==> src/rtl/seq_detect_ctrl.sv <==
// rtl/seq_detect_ctrl.sv - programmable serial pattern detector with match counting
module seq_detect_ctrl #(
    parameter int MAX_LEN = 8,
    parameter int CNT_W   = 8
) (
    input  logic               clk,
    input  logic               rst,
    input  logic               cfg_we,
    input  logic [MAX_LEN-1:0] cfg_pattern,
    input  logic [3:0]         cfg_len,
    input  logic [CNT_W-1:0]   cfg_target,
    input  logic               cfg_overlap,
    input  logic               cfg_mealy,
    input  logic               start,
    input  logic               abort,
    input  logic               bit_valid,
    input  logic               bit_in,
    output logic               bit_ready,
    output logic               match,
    output logic [CNT_W-1:0]   match_count,
    output logic               busy,
    output logic               done,
    output logic               err
);

    localparam int HCW = $clog2(MAX_LEN + 1);

    typedef enum logic [1:0] {
        S_IDLE = 2'd0,
        S_SCAN = 2'd1,
        S_DONE = 2'd2
    } state_t;

    state_t             state_q;
    logic [MAX_LEN-1:0] pat_q;
    logic [3:0]         len_q;
    logic [CNT_W-1:0]   target_q;
    logic               overlap_q;
    logic               mealy_q;
    logic [MAX_LEN-1:0] hist_q;
    logic [HCW-1:0]     hist_cnt_q;
    logic [CNT_W-1:0]   count_q;
    logic               match_q;
    logic               err_q;

    logic               in_scan;
    logic               xfer;
    logic               hit;
    logic               start_ok;
    logic [3:0]         eff_len;
    logic [CNT_W-1:0]   eff_target;
    logic [MAX_LEN-1:0] hist_d;
    logic [HCW-1:0]     hist_cnt_d;
    logic [CNT_W-1:0]   count_d;
    logic [MAX_LEN-1:0] len_mask;

    assign in_scan = (state_q == S_SCAN);
    assign xfer    = in_scan && !abort && bit_valid;

    // A start in the same cycle as a config write is judged on the new values.
    assign eff_len    = (!in_scan && cfg_we) ? cfg_len    : len_q;
    assign eff_target = (!in_scan && cfg_we) ? cfg_target : target_q;
    assign start_ok   = (eff_len != 4'd0) && ({28'd0, eff_len} <= 32'(MAX_LEN))
                        && (eff_target != '0);

    assign hist_d     = {hist_q[MAX_LEN-2:0], bit_in};
    assign hist_cnt_d = (hist_cnt_q == HCW'(MAX_LEN)) ? hist_cnt_q : hist_cnt_q + HCW'(1);
    assign count_d    = count_q + CNT_W'(1);

    always_comb begin
        len_mask = '0;
        for (int i = 0; i < MAX_LEN; i++) begin
            len_mask[i] = (i < int'(len_q));
        end
    end

    assign hit = xfer && (((hist_d ^ pat_q) & len_mask) == '0)
                 && (int'(hist_cnt_d) >= int'(len_q));

    assign bit_ready   = in_scan && !abort;
    assign busy        = in_scan;
    assign done        = (state_q == S_DONE);
    assign match       = mealy_q ? hit : match_q;
    assign match_count = count_q;
    assign err         = err_q;

    always_ff @(posedge clk or negedge rst) begin
        if (!rst) begin
            state_q    <= S_IDLE;
            pat_q      <= MAX_LEN'(3);
            len_q      <= 4'd3;
            target_q   <= CNT_W'(1);
            overlap_q  <= 1'b1;
            mealy_q    <= 1'b0;
            hist_q     <= '0;
            hist_cnt_q <= '0;
            count_q    <= '0;
            match_q    <= 1'b0;
            err_q      <= 1'b0;
        end else begin
            match_q <= hit && !mealy_q;
            case (state_q)
                S_IDLE, S_DONE: begin
                    if (cfg_we) begin
                        pat_q     <= cfg_pattern;
                        len_q     <= cfg_len;
                        target_q  <= cfg_target;
                        overlap_q <= cfg_overlap;
                        mealy_q   <= cfg_mealy;
                    end
                    if (start) begin
                        if (start_ok) begin
                            err_q      <= 1'b0;
                            count_q    <= '0;
                            hist_q     <= '0;
                            hist_cnt_q <= '0;
                            state_q    <= S_SCAN;
                        end else begin
                            err_q <= 1'b1;
                        end
                    end
                end
                S_SCAN: begin
                    if (abort) begin
                        state_q <= S_IDLE;
                    end else if (xfer) begin
                        hist_q     <= hist_d;
                        hist_cnt_q <= (hit && !overlap_q) ? '0 : hist_cnt_d;
                        if (hit) begin
                            count_q <= count_d;
                            if (count_d == target_q) begin
                                state_q <= S_DONE;
                            end
                        end
                    end
                end
                default: state_q <= S_IDLE;
            endcase
        end
    end

endmodule

==> config.mk <==
export PLATFORM = sky130hd
export DESIGN_NAME = seq_detect_ctrl
export DESIGN_NICKNAME = d
export VERILOG_FILES = /design/src/rtl/seq_detect_ctrl.sv
export SDC_FILE = /design/constraint.sdc
export NUM_CORES = 1
export LEC_CHECK = 0
export CAP_MARGIN = 20
export CORE_AREA = 3 3 72 74
export CTS_CLUSTER_DIAMETER = 50
export CTS_CLUSTER_SIZE = 24
export DETAILED_ROUTE_END_ITERATION = 7
export DIE_AREA = 0 0 75 77
export PLACE_DENSITY = 0.8
export SLEW_MARGIN = 20
export SYNTH_ARGS = -nofsm -noshare
export SYNTH_HDL_FRONTEND = slang
export SYNTH_SLANG_ARGS = --single-unit
==> constraint.sdc <==
create_clock -name clk -period 6.4 [get_ports clk]
set_clock_uncertainty 0.2 [all_clocks]
set_input_delay 0.64 -clock clk [delete_from_list [all_inputs] [get_ports clk]]
set_output_delay 0.64 -clock clk [all_outputs]
set_load 0.02 [all_outputs]
==> results of run 1 <==
==> through the flow <==
stage	power, mW	util
3_3_place_gp	0.8741	0.6392
6_report	1.069	0.6644
3_5_place_dp	0.8932	0.6392
2_1_floorplan	0.7574	-
4_1_cts	1.074	0.6585
5_1_grt	1.144	0.6644
==> cells in the final DEF, fill, tap and decap left out, types with 5 or more instances in the layout <==
cell type	instances
nand2_1	24
o21ai_0	13
dfstp_2	6
nor4_1	8
ha_1	7
xnor2_1	13
nor2_1	16
inv_1	6
xor2_1	11
dfrtp_1	39
clkbuf_8	5
mux2_2	23
nor3_1	8
clkdlybuf4s50_1	40
==> registers in the layout, summed over array words and instances, names as in the netlist, 2 cells and up <==
| name | cells |
|---|---|
| state_q | 2 |
| hist_cnt_q | 4 |
| match_count | 8 |
| hist_q | 7 |
| len_q | 4 |
| pat_q | 8 |
| target_q | 8 |
==> area by class of cell <==
| class | instances | share of cell area |
|---|---|---|
| Multi-Input combinational cell | 183 | 0.4287 |
| Sequential cell | 45 | 0.3661 |
| Timing Repair Buffer | 44 | 0.1446 |
| Clock buffer | 5 | 0.02222 |
| Tap cell | 54 | 0.02182 |
| Inverter | 8 | 0.009697 |
| Clock inverter | 3 | 0.006869 |
==> worst max-delay path by stage <==
stage	end	slack [ns]	cells past startpoint	from
after global placement	match	2.43	7	bit_valid
final	match	2.03	12	hist_cnt_q[0]
after global routing	match	1.69	12	hist_cnt_q[0]
after floorplan	match	3.11	11	hist_cnt_q[0]
after detailed placement	match	2.38	12	hist_cnt_q[0]
after CTS	match	2.05	12	hist_cnt_q[0]
==> routing by layer <==
metal	wire length, um	up-vias	global-route usage
met5	0	-	0
met4	60	0	0.06406
met3	245	8	0.05111
met2	2717	38	0.3267
met1	2497	923	0.2681
li1	-	971	-
==> where the power goes <==
| group | total (mW) | internal (mW) | switching (mW) |
|---|---|---|---|
| combinational | 0.424 | 0.213 | 0.211 |
| sequential | 0.465 | 0.376 | 0.0889 |
| clock | 0.179 | 0.0775 | 0.102 |
| total | 1.07 | 0.667 | 0.402 |
==> worst register-to-register path: stages (launching register included) <==
cell and delay (ns):
dfrtp_1 0.44, inv_1 0.11, ha_1 0.16, nand2_1 0.06
nor2_1 0.29, xnor2_1 0.17, ha_1 0.24, nand2b_1 0.13
a2111oi_0 0.39, nand4b_4 0.26, or2_1 0.17, o21a_1 0.20
a31o_1 0.17
==> cell families (layout without fill, tap and decap cells) <==
| kind of cell | after synthesis | in the layout | synth area share |
|---|---|---|---|
| XOR/XNOR | 24 | 24 | 0.08346 |
| AO/OA/AOI/OAI | 45 | 45 | 0.1282 |
| AND/OR/NAND/NOR | 84 | 84 | 0.1769 |
| adder cells (fa/ha/maj) | 7 | 7 | 0.03477 |
| buffers and inverters | 15 | 60 | 0.02384 |
| flip-flops | 45 | 45 | 0.4501 |
| multiplexers | 23 | 23 | 0.1028 |
==> summary.md, run 1 <==
| Metric | Value |
|---|---|
| Clk sinks | 45 |
| Via density | about 5.7 |
| Final Slew Violations | 0 |
| Crit. End Element | primary output |
| P_leak | roughly 1.3 nW |
| Syn Nets | between 200 and 300 |
| DRT Wirelength | about 5.5 mm |
| Max Freq | approximately 230 MHz |
| Worst R2R Path Depth | 12 |
| Net count, final | approximately 320 |
| Worst-Skew Late Latency | about 0.30 ns |
| Area growth syn-to-layout | 22.95% |
| First-pass detailed-route iteration total | 6 |
| Vias in the first global route | around 1900 |
| Slowest CP cell | clkdlybuf4s50_1 |
| Reg2Reg Launch Point | hist_cnt_q[0] |
| Final setup vio count | 0 |
| Final Worst Setup Slack | around 2.0 ns |
| Gpl congestion | between 0.8 and 0.9 |
| Fin. Hold Viols | 0 |
| Ports | 42 |
| Hold Buf Count CTS | 0 |
| Worst-path clk slew | around 0.09 ns |
| Hold Path Class | input port to async pin |
| Detailed-route via count | 1940 |
| Max-slew headroom | 0.4371 |
| Worst r2r dst | hist_cnt_q[3] |
| # rows | 25 |
| Top-count cell post-synth | dfrtp_1 |
| ANT cells | 0 |
| Post-synthesis register bit count | between 40 and 50 |
| Post-synth top cells | dfrtp_1 (39), nand2_1 (24), mux2_2 (23) |
| VDD IR max | slightly below 0.0002 V |
| Startpoint class of the critical path | register |
| Layout cells sized above 1 | 0.1597 |
| Dpl cells | between 300 and 400 |
| Clock Tree Buf Depth | 2 |
| Crit share post-route | 0.6833 |
| Placed Instance Area | 2979 sq um |
| Main synth FF type | dfrtp_1 |
| Final instance area | between 3000 and 4000 sq um |
| Place WS | ~2.4 ns |
| Synthesized instance count | between 200 and 250 |
| Multi-input gate area | ~1300 sq um |
| FF+latch area | roughly 1100 sq um |
| Die Y | a little under 80 um |
| Power Dens Cells | roughly 350 nW/um^2 |
| Fraction of registers with async set/reset | 1.000 |
| Sequence of cells on the critical path | inv_1 > ha_1 > nand2_1 > nor2_1 > xnor2_1 > ha_1 > nand2b_1 > a2111oi_0 > nand4b_4 > nor2_1 > mux2_2 > clkdlybuf4s50_1 |
| Worst-Margin Slew | 0.8379 ns |
| Total GRT Usage | 0.2044 |
| Max cap viols | 0 |
| Worst R2R Setup Slack | approximately 3.3 ns |
| Initial antenna violation count | 0 |
| Final Hold Slack | roughly 0.099 ns |
| Worst Path Required | between 5 and 6 ns |
| Synth Cell Area | 2519 sq um |
| Post-synthesis sequential area ratio | 0.4501 |
| Global-route wire length before repair | around 8.9 mm |
| WP buf/inv | 2 |
| Crit path arrival time | around 3.5 ns |
| Top cell type's share of synthesized area | 0.3875 |
| Tmin final | around 4.4 ns |
| CTS tree | yes |
| Initial Utilization | 0.5404 |
| Setup CP Type | register to primary output |
| Post-CTS Resized | 0 |
| Die Wd | approximately 75 um |
| DRC | 0 |
| Setup TNS Final | 0 ns |
| Core area | 4661 sq um |
| RSZ-0062 raised after global routing | no |
| Root Buffer | clkbuf_8 |
| H-tree depth | 2 |
| Crit path max fanout | 8 |
| Synth warnings | 0 |
| Unique masters post-synth | 50 |
| Layout Cells excl Fill | roughly 340 |
| Status | finished clean |
| Top post-synthesis cells by area | dfrtp_1 (39%), mux2_2 (10%), dfstp_2 (6.3%) |
| Slowest stage delay, CP | about 0.54 ns |
| Port Buffers | 41 |
| Fillers | ~370 |
| Largest net degree at the start of global routing | 46 |
| Gr ovfl total | 0 |
| Die Area | between 5000 and 6000 sq um |
| Routed Antenna Nets | 0 |
| Drt first-iter violations | 97 |
| Post-synth EDFFs | 0 |
| Routed len/inst | about 16 um |
| Post-synth top area cell | dfrtp_1 |
| CP top delay family | simple AND/OR/NAND/NOR gates |
| CTS buffer count | 5 |
| Hpwl dp | roughly 4.2 mm |
| Post-CTS Setup Bufs | 0 |
| Avg Cell Area, Syn | roughly 10 sq um |
(Power assumes the default switching activity.)
==> run 2: changes to the inputs <==
- CORE_AREA: 3 3 72 74 -> 3 3 73 75
- DIE_AREA: 0 0 75 77 -> 0 0 76 78
- PLACE_DENSITY: 0.8 -> 0.78
- clock period: 6.4 -> 4.1 ns (I/O delays scaled with it)
==> summary.md, run 2 (synthesized netlist as in run 1, its figures left out) <==
| Metric | Value |
|---|---|
| First-pass detailed-route iteration total | 4 (-2) |
| Most frequent cells in the layout | clkdlybuf4s50_1 (40), dfrtp_1 (39), nand2_1 (24) |
| Clk sinks | 45 (unchanged) |
| Worst-Skew Late Latency | 0.30 ns (about the same) |
| Sequence of cells on the critical path | inv_1 > ha_1 > nand2_1 > nor2_4 > xnor2_1 > ha_1 > nand2b_1 > a2111oi_1 > nand4b_4 > nor2_1 > mux2_2 > clkdlybuf4s50_1 |
| Via density | 5.541 (-2.3%) |
| Hold Path Class | input port to async pin |
| Final Slew Violations | 0 (unchanged) |
| Total GRT Usage | 0.1935 (-0.01088) |
| RSZ-0062 raised after global routing | no |
| Setup CP Type | register to primary output |
| Most common cell after layout, fill and taps aside | clkdlybuf4s50_1 |
| Crit path arrival time | 3.31 ns (-0.22 ns) |
| H-tree depth | 2 (unchanged) |
| Port Buffers | 41 (unchanged) |
| Initial antenna violation count | 0 (unchanged) |
| Setup TNS Final | 0 ns (unchanged) |
| Worst Path Required | 3.49 ns (-2.07 ns) |
| Vias in the first global route | 1959 (+4.2%) |
| Slowest stage delay, CP | 0.54 ns (about the same) |
| Core area | 4723 sq um (+1.3%) |
| CTS buffer count | 5 (unchanged) |
| Max cap viols | 0 (unchanged) |
| WP buf/inv | 2 (unchanged) |
| Worst R2R Path Depth | 12 (unchanged) |
| Tmin final | between 3 and 4 ns |
| Dpl cells | 346 (+3.9%) |
| ANT cells | 0 (unchanged) |
| Worst-path clk slew | 0.09 ns (about the same) |
| Status | finished clean |
| Fin. Hold Viols | 0 (unchanged) |
| Slowest CP cell | clkdlybuf4s50_1 |
| Power Dens Cells | 551.5 nW/um^2 (+60%) |
| DRT Wirelength | 5.425 mm (-1.7%) |
| CP top delay family | simple AND/OR/NAND/NOR gates |
| Detailed-route via count | 1978 (+2.0%) |
| Routed len/inst | 15.20 um (-5.9%) |
| Die Y | 78 um (+1.3%) |
| P_leak | 1.299 nW (+1.2%) |
| Largest net degree at the start of global routing | 46 (unchanged) |
| Ports | 42 (unchanged) |
| Drt first-iter violations | 114 (+18%) |
| Critical path depth | 12 (unchanged) |
| Initial Utilization | 0.5332 (-0.007158) |
| Worst-Margin Slew | 0.9919 ns (+0.1541 ns) |
| Gpl congestion | 0.8768 (+0.99%) |
| Routed Antenna Nets | 0 (unchanged) |
| Global-route wire length before repair | 9.183 mm (+2.9%) |
| Crit share post-route | 0.9566 |
| Gr ovfl total | 0 (unchanged) |
| Die Area | 5928 sq um (+2.6%) |
| Net count, final | 325 (+0.62%) |
| CTS tree | yes |
| Most frequent CP cell | ha_1 |
| FF+latch area | 1134 sq um (unchanged) |
| Hpwl dp | 4.099 mm (-2.0%) |
| Clock Tree Buf Depth | 2 (unchanged) |
| Crit path max fanout | 6 (-2) |
| Fillers | 391 (+6.3%) |
| # rows | 25 (unchanged) |
| Area growth syn-to-layout | 24.94% |
| Crit. End Element | primary output |
| Final setup vio count | 0 (unchanged) |
| VDD IR max | 0.0002930 V (+50%) |
| Layout Cells excl Fill | 357 (+4.4%) |
| Multi-input gate area | 1336 sq um (+0.66%) |
| Root Buffer | clkbuf_8 |
| Hold Buf Count CTS | 0 (unchanged) |
| Max Freq | between 200 and 300 MHz |
| DRC | 0 (unchanged) |
| Die Wd | 76 um (+1.3%) |
| Layout cells sized above 1 | 0.1655 (+0.005795) |
| Max-slew headroom | 0.3387 (-0.09841) |
| Startpoint class of the critical path | register |
## run 2: worst reg2reg max path, cell delays in order (launching register included)
cell and delay (ns):
dfrtp_1 0.44, inv_1 0.12, ha_1 0.15, nand2_1 0.08, nor2_4 0.14, xnor2_1 0.13, ha_1 0.24, nand2b_1 0.14
a2111oi_1 0.39, nand4b_4 0.23, or2_1 0.17, o21a_1 0.22, a22o_1 0.16
## run 2: area by class of cell
type | instances | area share
well taps | 67 | 0.02664
flip-flops and latches | 45 | 0.3602
multi-input cells | 183 | 0.4247
repair buffers | 46 | 0.1419
inverters | 8 | 0.009543
clock inverters | 1 | 0.009543
clock buffers | 7 | 0.02744
## run 2: per-stage QoR
| stage | worst slack (ns) | hold WS [ns] | cell area (sq um) | power (mW) | utilization |
|---|---|---|---|---|---|
| global placement | 0.4141 | 0.2585 | 2995 | 1.365 | 0.6342 |
| floorplan | 1.037 | -0.08559 | 2519 | 1.182 | - |
| finish | 0.1781 | 0.07371 | 3147 | 1.736 | 0.6662 |
| global route | 0.02685 | 0.1482 | 3147 | 1.856 | 0.6662 |
| detailed placement | 0.3269 | 0.2571 | 2995 | 1.390 | 0.6342 |
| CTS | 0.006591 | 0.1073 | 3112 | 1.735 | 0.6588 |
## run 2: worst paths after layout
kind                               startpoint        endpoint  slack, ns
worst max-delay path            hist_cnt_q[0]           match       0.18
worst min-delay path                      rst  match_count[3]       0.07
worst max register to register  hist_cnt_q[0]   hist_cnt_q[0]       1.23
worst min register to register        mealy_q         match_q       0.26
max in group asynchronous                 rst      state_q[0]       3.01
min in group clk                      mealy_q         match_q       0.26
## run 2: power by group
group          switching (mW)  leakage, nW  internal (mW)
Sequential              0.136        0.567          0.588
Combinational           0.328        0.674          0.340
Clock                   0.145       0.0585          0.199
## run 2: what timing repair did
action / 4_1_cts / 5_1_grt
setup buffers: 0 / 2
setup endpoints to repair: 0 / 1
resized for setup: 0 / 3
## run 2: metal layers
| metal | vias to the layer above | track usage | part of all wire |
|---|---|---|---|
| li1 | 970 | - | - |
| met4 | 0 | 0.06341 | 0.0096 |
| met1 | 959 | 0.2603 | 0.47 |
| met3 | 5 | 0.03944 | 0.048 |
| met2 | 44 | 0.3147 | 0.48 |
| met5 | - | 0 | 0 |
==> run 3: changes to the inputs <==
- SLEW_MARGIN: 20 -> 10
==> summary.md, run 3 (synthesized netlist as in run 1, its figures left out) <==
| Metric | Value |
|---|---|
| Die Area | 5928 sq um (unchanged) |
| Crit share post-route | 0.9585 (+0.001892) |
| Ports | 42 (unchanged) |
| Final instance area | 3151 sq um (+0.12%) |
| Power Dens Cells | 552.5 nW/um^2 (+0.18%) |
| Core area | 4723 sq um (unchanged) |
| ANT cells | 0 (unchanged) |
| H-tree depth | 2 (unchanged) |
| Clk sinks | 45 (unchanged) |
| Hpwl dp | 4.099 mm (unchanged) |
| Drt first-iter violations | 136 (+19%) |
| Vias in the first global route | 1959 (unchanged) |
| Worst-Margin Slew | 0.9891 ns (-0.002892 ns) |
| Initial antenna violation count | 0 (unchanged) |
| Die Y | 78 um (unchanged) |
| P_leak | 1.300 nW (about the same) |
| Total power | 1.741 mW (+0.30%) |
| Critical Path Source | hist_cnt_q[0] |
| Crit. End Element | primary output |
| Setup TNS Final | 0 ns (unchanged) |
| Max-slew headroom | 0.3406 (+0.001928) |
| Worst-path clk slew | 0.09 ns (about the same) |
| Hold Buf Count CTS | 0 (unchanged) |
| Area growth syn-to-layout | 25.09% |
| Gpl congestion | 0.8768 (unchanged) |
| Gr ovfl total | 0 (unchanged) |
| DRT Wirelength | 5.421 mm (about the same) |
| Setup CP Type | register to primary output |
| Clock Tree Buf Depth | 2 (unchanged) |
| # rows | 25 (unchanged) |
| VDD IR max | 0.0002871 V (-2.0%) |
| Via density | 5.580 (+0.71%) |
| Final Slew Violations | 0 (unchanged) |
| Final setup vio count | 0 (unchanged) |
| Worst Path Required | 3.49 ns (about the same) |
| Hold Path Class | input port to async pin |
| CTS tree | yes |
| Most common cell after layout, fill and taps aside | clkdlybuf4s50_1 |
| Layout cells sized above 1 | 0.1655 (unchanged) |
| Startpoint class of the critical path | register |
| Die Wd | 76 um (unchanged) |
| First-pass detailed-route iteration total | 4 (unchanged) |
| Total GRT Usage | 0.1935 (unchanged) |
| Initial Utilization | 0.5332 (unchanged) |
| Largest net degree at the start of global routing | 46 (unchanged) |
| Max cap viols | 0 (unchanged) |
| Root Buffer | clkbuf_8 |
| RSZ-0062 raised after global routing | no |
| Most frequent cells in the layout | clkdlybuf4s50_1 (40), dfrtp_1 (39), nand2_1 (24) |
| Placed Instance Area | 2995 sq um (unchanged) |
| Detailed-route via count | 1992 (+0.71%) |
| Net count, final | 325 (unchanged) |
| Status | finished clean |
| Routed Antenna Nets | 0 (unchanged) |
| Max Freq | 254.5 MHz (-0.20%) |
| Port Buffers | 41 (unchanged) |
| CTS buffer count | 5 (unchanged) |
| Global-route wire length before repair | 9.183 mm (unchanged) |
| Reg2Reg Launch Point | hist_cnt_q[0] |
| Crit path arrival time | 3.32 ns (about the same) |
| Routed len/inst | 15.18 um (about the same) |
| Fin. Hold Viols | 0 (unchanged) |
| Tmin final | 3.930 ns (+0.007756 ns) |
| DRC | 0 (unchanged) |
| Crit path max fanout | 6 (unchanged) |
| Worst-Skew Late Latency | 0.30 ns (about the same) |
## run 3: area by class of cell
| type | count | area [sq um] |
|---|---|---|
| Clock inverter | 1 | 30.03 |
| Inverter | 8 | 30.03 |
| Fill cell | 390 | 1573 |
| Multi-Input combinational cell | 183 | 1336 |
| Clock buffer | 7 | 86.33 |
| Timing Repair Buffer | 46 | 450.4 |
| Tap cell | 67 | 83.83 |
| Sequential cell | 45 | 1134 |
## run 3: metrics by stage
step           utilization  hold slack, ns  worst slack, ns  cells
5_1_grt             0.6670          0.1482          0.02685    357
3_5_place_dp        0.6342          0.2571           0.3269    346
3_3_place_gp        0.6342          0.2585           0.4141    346
4_1_cts             0.6588          0.1073         0.006591    354
2_1_floorplan            -        -0.08559            1.037    243
6_report            0.6670         0.06883           0.1704    357
## run 3: worst paths after layout
check | to | slack (ns) | depth (start not counted)
hold / removal | match_count[3] | 0.07 | 1
hold reg to reg | match_q | 0.26 | 1
setup / recovery | match | 0.17 | 12
min in group clk | match_q | 0.26 | 1
max in group asynchronous | state_q[1] | 3.02 | 1
setup reg to reg | hist_cnt_q[0] | 1.23 | 12
## run 3: timing repair
| action | CTS | global route |
|---|---|---|
| setup endpoints to repair | 0 | 1 |
| endpoints found under the hold margin | 0 | 0 |
| buffers inserted | 0 | 2 |
| gates resized for setup | 0 | 3 |
## run 3: power breakdown
part           switching [mW]  internal (mW)
Sequential              0.137          0.588
Combinational           0.330          0.342
Clock                   0.146          0.199
## run 3: metal layers
layer	global-route usage	wire, um	up-vias	share of wire
li1	-	-	971	-
met5	0	0	-	0
met3	0.03944	335	4	0.062
met4	0.06341	38	0	0.0070
met1	0.2603	2465	963	0.45
met2	0.3147	2581	54	0.48
## run 3: worst max-delay path, stage by stage (launching register included)
cell             delay, ns
dfrtp_1               0.44
inv_1                 0.12
ha_1                  0.15
nand2_1               0.08
nor2_4                0.14
xnor2_1               0.13
ha_1                  0.24
nand2b_1              0.14
a2111oi_1             0.39
nand4b_4              0.23
nor2_1                0.11
mux2_2                0.32
clkdlybuf4s50_1       0.54
